$ cat src/rtl/ps2_host_tx.sv
// PS/2 host-to-device transmitter.
// Sends one command byte to the device over the shared open-drain ps2_clk/ps2_data
// lines. Only pull-low enables are produced; the pad level builds the tristates.
// The keyboard receiver sharing these lines should ignore them while busy is high.
module ps2_host_tx #(
    parameter int INHIBIT_CYCLES = 5000,
    parameter int TIMEOUT_CYCLES = 1000000,
    parameter int SYNC_STAGES    = 3
) (
    input  logic       clk,
    input  logic       rst,
    input  logic [7:0] tx_data,
    input  logic       tx_valid,
    output logic       tx_ready,
    input  logic       ps2_clk,
    input  logic       ps2_data,
    output logic       ps2_clk_oe,
    output logic       ps2_data_oe,
    output logic       busy,
    output logic       done,
    output logic       error
);

    localparam int SS    = (SYNC_STAGES < 2) ? 2 : SYNC_STAGES;
    localparam int INH_W = (INHIBIT_CYCLES > 1) ? $clog2(INHIBIT_CYCLES) : 1;
    localparam int TO_W  = (TIMEOUT_CYCLES > 1) ? $clog2(TIMEOUT_CYCLES) : 1;
    localparam logic [INH_W-1:0] INH_LAST = INH_W'(INHIBIT_CYCLES - 1);
    localparam logic [TO_W-1:0]  TO_LAST  = TO_W'(TIMEOUT_CYCLES - 1);

    typedef enum logic [2:0] {
        S_IDLE,
        S_INHIBIT,
        S_REQ,
        S_SEND,
        S_ACK,
        S_WAIT_IDLE
    } state_t;

    state_t            r_state;
    state_t            w_nextState;
    logic [SS-1:0]     r_clkSync;
    logic [SS-1:0]     r_dataSync;
    logic              r_clkPrev;
    logic [8:0]        r_shift;
    logic [3:0]        r_bitCnt;
    logic [INH_W-1:0]  r_inhCnt;
    logic [TO_W-1:0]   r_toCnt;
    logic              r_dataOe;
    logic              r_done;
    logic              r_error;
    logic              w_clkS;
    logic              w_dataS;
    logic              w_fall;
    logic              w_timeout;
    logic              w_doneSet;
    logic              w_errorSet;

    // Bring both line inputs into the clock domain; idle lines read as high.
    always_ff @(posedge clk or posedge rst) begin
        if (rst) begin
            r_clkSync  <= '1;
            r_dataSync <= '1;
            r_clkPrev  <= 1'b1;
        end else begin
            r_clkSync  <= {r_clkSync[SS-2:0], ps2_clk};
            r_dataSync <= {r_dataSync[SS-2:0], ps2_data};
            r_clkPrev  <= w_clkS;
        end
    end

    assign w_clkS    = r_clkSync[SS-1];
    assign w_dataS   = r_dataSync[SS-1];
    assign w_fall    = r_clkPrev & ~w_clkS;
    assign w_timeout = ((r_state == S_SEND) || (r_state == S_ACK) || (r_state == S_WAIT_IDLE))
                       && (r_toCnt == TO_LAST);

    // State register.
    always_ff @(posedge clk or posedge rst) begin
        if (rst) begin
            r_state <= S_IDLE;
        end else begin
            r_state <= w_nextState;
        end
    end

    // Next-state logic; a timeout wins over a clock fall in the same cycle.
    always_comb begin
        w_nextState = r_state;
        w_doneSet   = 1'b0;
        w_errorSet  = 1'b0;
        case (r_state)
            S_IDLE: begin
                if (tx_valid) begin
                    w_nextState = S_INHIBIT;
                end
            end
            S_INHIBIT: begin
                if (r_inhCnt == INH_LAST) begin
                    w_nextState = S_REQ;
                end
            end
            S_REQ: begin
                w_nextState = S_SEND;
            end
            S_SEND: begin
                if (w_timeout) begin
                    w_nextState = S_IDLE;
                    w_errorSet  = 1'b1;
                end else if (w_fall && (r_bitCnt == 4'd9)) begin
                    w_nextState = S_ACK;
                end
            end
            S_ACK: begin
                if (w_timeout) begin
                    w_nextState = S_IDLE;
                    w_errorSet  = 1'b1;
                end else if (w_fall) begin
                    if (w_dataS) begin
                        w_nextState = S_IDLE;
                        w_errorSet  = 1'b1;
                    end else begin
                        w_nextState = S_WAIT_IDLE;
                    end
                end
            end
            S_WAIT_IDLE: begin
                if (w_timeout) begin
                    w_nextState = S_IDLE;
                    w_errorSet  = 1'b1;
                end else if (w_clkS && w_dataS) begin
                    w_nextState = S_IDLE;
                    w_doneSet   = 1'b1;
                end
            end
            default: begin
                w_nextState = S_IDLE;
            end
        endcase
    end

    // Datapath: byte/parity latch, inhibit and timeout counters, bit shifting,
    // and the done/error pulses that land in the first IDLE cycle.
    always_ff @(posedge clk or posedge rst) begin
        if (rst) begin
            r_shift  <= '0;
            r_bitCnt <= '0;
            r_inhCnt <= '0;
            r_toCnt  <= '0;
            r_dataOe <= 1'b0;
            r_done   <= 1'b0;
            r_error  <= 1'b0;
        end else begin
            r_done  <= w_doneSet;
            r_error <= w_errorSet;
            case (r_state)
                S_IDLE: begin
                    r_inhCnt <= '0;
                    r_dataOe <= 1'b0;
                    if (tx_valid) begin
                        r_shift <= {~^tx_data, tx_data};
                    end
                end
                S_INHIBIT: begin
                    r_inhCnt <= r_inhCnt + INH_W'(1);
                end
                S_REQ: begin
                    r_bitCnt <= '0;
                    r_toCnt  <= '0;
                    r_dataOe <= 1'b1;
                end
                S_SEND: begin
                    r_toCnt <= r_toCnt + TO_W'(1);
                    if (w_fall && !w_timeout) begin
                        r_bitCnt <= r_bitCnt + 4'd1;
                        if (r_bitCnt <= 4'd8) begin
                            r_dataOe <= ~r_shift[r_bitCnt];
                        end else begin
                            r_dataOe <= 1'b0;
                        end
                    end
                end
                S_ACK, S_WAIT_IDLE: begin
                    r_toCnt <= r_toCnt + TO_W'(1);
                end
                default: begin
                    r_dataOe <= 1'b0;
                end
            endcase
        end
    end

    assign tx_ready    = (r_state == S_IDLE);
    assign busy        = ~tx_ready;
    assign ps2_clk_oe  = (r_state == S_INHIBIT) || (r_state == S_REQ);
    assign ps2_data_oe = (r_state == S_REQ) || ((r_state == S_SEND) && r_dataOe);
    assign done        = r_done;
    assign error       = r_error;

endmodule

$ cat config.mk
export PLATFORM = sky130hd
export DESIGN_NAME = ps2_host_tx
export DESIGN_NICKNAME = d
export VERILOG_FILES = /design/src/rtl/ps2_host_tx.sv
export SDC_FILE = /design/constraint.sdc
export NUM_CORES = 1
export LEC_CHECK = 0
export BUFFER_PORTS_ARGS = -buffer_cell sky130_fd_sc_hd__clkbuf_2
export CAP_MARGIN = 15
export CELL_PAD_IN_SITES_DETAIL_PLACEMENT = 2
export CELL_PAD_IN_SITES_GLOBAL_PLACEMENT = 2
export CORE_UTILIZATION = 39
export CTS_CLUSTER_DIAMETER = 40
export DETAILED_ROUTE_END_ITERATION = 10
export PLACE_DENSITY_LB_ADDON = 0.15
export SYNTH_ARGS = -nofsm -noshare
export SYNTH_HDL_FRONTEND = slang
export SYNTH_SLANG_ARGS = --single-unit
export TNS_END_PERCENT = 100
$ cat constraint.sdc
create_clock -name clk -period 3 [get_ports clk]
set_clock_uncertainty 0.05 [all_clocks]
set_input_delay 0.75 -clock clk [delete_from_list [all_inputs] [get_ports clk]]
set_output_delay 0.75 -clock clk [all_outputs]
set_load 0.01 [all_outputs]
==> metrics.csv <==
metric,value,unit
startpoint types,register,
hold_buf cts,0,
Cell variety after synth,62,
CTS resizes,0,
max cap viols,0,
worst relative slew slack,52.5,%
TritonCTS clock tree,yes,
Row Count,32,
Yosys reg bits,59,
DRC viols,0,
cell accounting for the most synthesized area,dfrtp_1,
CTS Buffer Depth,2,
router iterations before antenna repair,4,
Worst-path clk slew,0.07,ns
Synth area leaders,"dfrtp_1, dfstp_2, mux2i_1",
"Warnings, synthesis",0,
Worst Hold Class,register to register,
post-route cell area,3550,um^2
crit path to,tx_ready,
Ports,19,
pwr dens,454,nW/um^2
dpl cell area,3350,um^2
DR iter-0 viols,58,
Clock H-tree levels,3,
Slowest cell on crit path,dfrtp_1,
Static Leakage,1.56,nW
die height,92.0,um
IO Port Bufs,18,
setup TNS,0,ns
Post-synth ARST share,100,%
syn avg cell area,10.0,um^2
clock sinks,59,
RD Place Congestion,0.736,
first-pass GRT wire length,14600,um
startpoint of the worst register-to-register path,r_toCnt[6]$_DFFE_PP0P_,
prevailing post-synth register cell,dfrtp_1,
Final nets,354,
die span in x,92.0,um
Yosys top cell area share,41.2,%
crit path launch,r_state[2]$_DFFE_PP0P_,
syn_nets,334,
Worst R2R End,r_bitCnt[2]$_DFFE_PP0P_,
post-route ant nets,0,
Starting Density,40.7,%
endpoint type of the worst setup path,primary output,
WL per Instance,18.6,um
worst slew pin tran,0.708,ns
CP Buf/Inv Count,3,
area delta synth->final,12.4,%
insertion delay to the later sink of the worst-skew pair,0.35,ns
Fillers,855,
GR Util All Layers,22.3,%
Final Setup Violations,0,
ant diodes,0,
final period utilization,90.5,%
worst reg-to-reg path cell count,5,
final wirelength,8260,um
number of vias per cell,5.73,
fin crit period,2.72,ns
Syn Std Cell Area,3160,um^2
core box area,7770,um^2
Mapped Cells,316,
"slowest stage delay, CP",0.52,ns
CP arrival,1.92,ns
RSZ-0062 raised after global routing,false,
"count leader, synth",dfrtp_1,
antenna violations before repair,0,
routed vias,2538,
Top delay family on crit path,simple AND/OR/NAND/NOR gates,
commonest cells in the synthesized netlist,"dfrtp_1, nand2_1, nand3_1",
Crit Path Max Fanout,15,
Die ar.,8460,um^2
"Worst Path Class, Setup",register to primary output,
CP required,2.20,ns
DPL Wire Length,5870,um
Fin. Hold Viols,0,
Post-synth EDFFs,0,
Max VDD drop,383,uV
cells along the critical path,buf_4 > nor2_1 > nand2_2 > inv_1 > clkbuf_2,
CP Depth,5,
vias in the first global route,2838,
FMAX,0.368,GHz
status,finished clean,
hold slack final,0.308,ns
max-slew violation count,0,
CTS Buf Count,9,
R2R Setup Slk,0.71,ns
sequential-to-total area share from yosys stat,47.0,%
largest net degree at the start of global routing,37,
Total Power,1.61,mW
Post-CTS Setup Bufs,0,
Root Driver,clkbuf_8,
share of layout cells above drive strength 1,20.2,%
global route overflow,0,
[layout by cell type (no fill, tap or decap), drive strengths merged, types with 3 or more instances in the layout]
master / count
nand2b: 5
inv: 11
o211ai: 3
o21ai: 17
a21oi: 13
o21a: 3
buf: 4
nand4: 10
clkinv: 3
or4: 3
nand2: 42
a211oi: 4
nor3: 5
or2: 3
nor4: 5
clkbuf: 29
mux2: 9
nand3: 25
mux2i: 18
xnor2: 7
nor2: 13
dfrtp: 52
and3: 4
dfstp: 7
ha: 5
o22ai: 3
[cells by family (layout without fill, tap and decap cells)]
kind of cell | after synthesis | after routing | synth area share, %
AND/OR/NAND/NOR | 127 | 127 | 20.8
AO/OA/AOI/OAI | 62 | 62 | 13.7
flip-flops | 59 | 59 | 47.0
multiplexers | 29 | 29 | 10.3
buffers and inverters | 25 | 50 | 3.72
XOR/XNOR | 9 | 9 | 2.50
adder cells (fa/ha/maj) | 5 | 5 | 1.98
[stage by stage]
stage          setup slack (ns)  std cells  util, %
2_1_floorplan             0.755        316        -
3_3_place_gp              0.750        427     43.1
3_5_place_dp              0.660        427     43.1
4_1_cts                   0.255        443     45.7
5_1_grt                   0.135        443     45.7
6_report                  0.284        443     45.7
[layout make-up]
type	count	area (um^2)	area share [%]
flip-flops and latches	59	1490	41.8
inverters	12	45.0	1.27
clock inverters	5	62.6	1.76
repair buffers	22	133	3.74
clock buffers	11	141	3.98
well taps	102	128	3.59
multi-input cells	232	1560	43.8
[layer usage]
layer	track usage [%]	vias up	share of wire, %
li1	-	1189	-
met1	28.3	1309	46
met2	37.6	32	50
met3	5.14	8	2.9
met4	6.77	0	1.1
met5	0	-	0
[worst min-delay path by stage]
stage / from / end / slack [ns] / cells after the start
finish: r_dataSync[0]$_DFF_PP1_ / r_dataSync[1]$_DFF_PP1_ / 0.31 / 0
global route: r_dataSync[1]$_DFF_PP1_ / r_dataSync[2]$_DFF_PP1_ / 0.31 / 0
CTS: r_dataSync[1]$_DFF_PP1_ / r_dataSync[2]$_DFF_PP1_ / 0.31 / 0
detailed placement: r_dataSync[0]$_DFF_PP1_ / r_dataSync[1]$_DFF_PP1_ / 0.30 / 0
global placement: r_dataSync[0]$_DFF_PP1_ / r_dataSync[1]$_DFF_PP1_ / 0.30 / 0
floorplan: r_clkSync[0]$_DFF_PP1_ / r_clkSync[1]$_DFF_PP1_ / 0.30 / 0
[registers in the layout (all words and copies together) (netlist names)]
| register | flops |
|---|---|
| done | 1 |
| error | 1 |
| r_bitCnt | 4 |
| r_clkPrev | 1 |
| r_clkSync | 3 |
| r_dataOe | 1 |
| r_dataSync | 3 |
| r_inhCnt | 13 |
| r_shift | 9 |
| r_state | 3 |
| r_toCnt | 20 |
[power by group]
| group | switching, mW | internal, mW | total [mW] |
|---|---|---|---|
| clock | 0.345 | 0.409 | 0.754 |
| combinational | 0.0307 | 0.0209 | 0.0517 |
| sequential | 0.00311 | 0.804 | 0.807 |
Note: power is estimated with default switching activity, not from simulation.
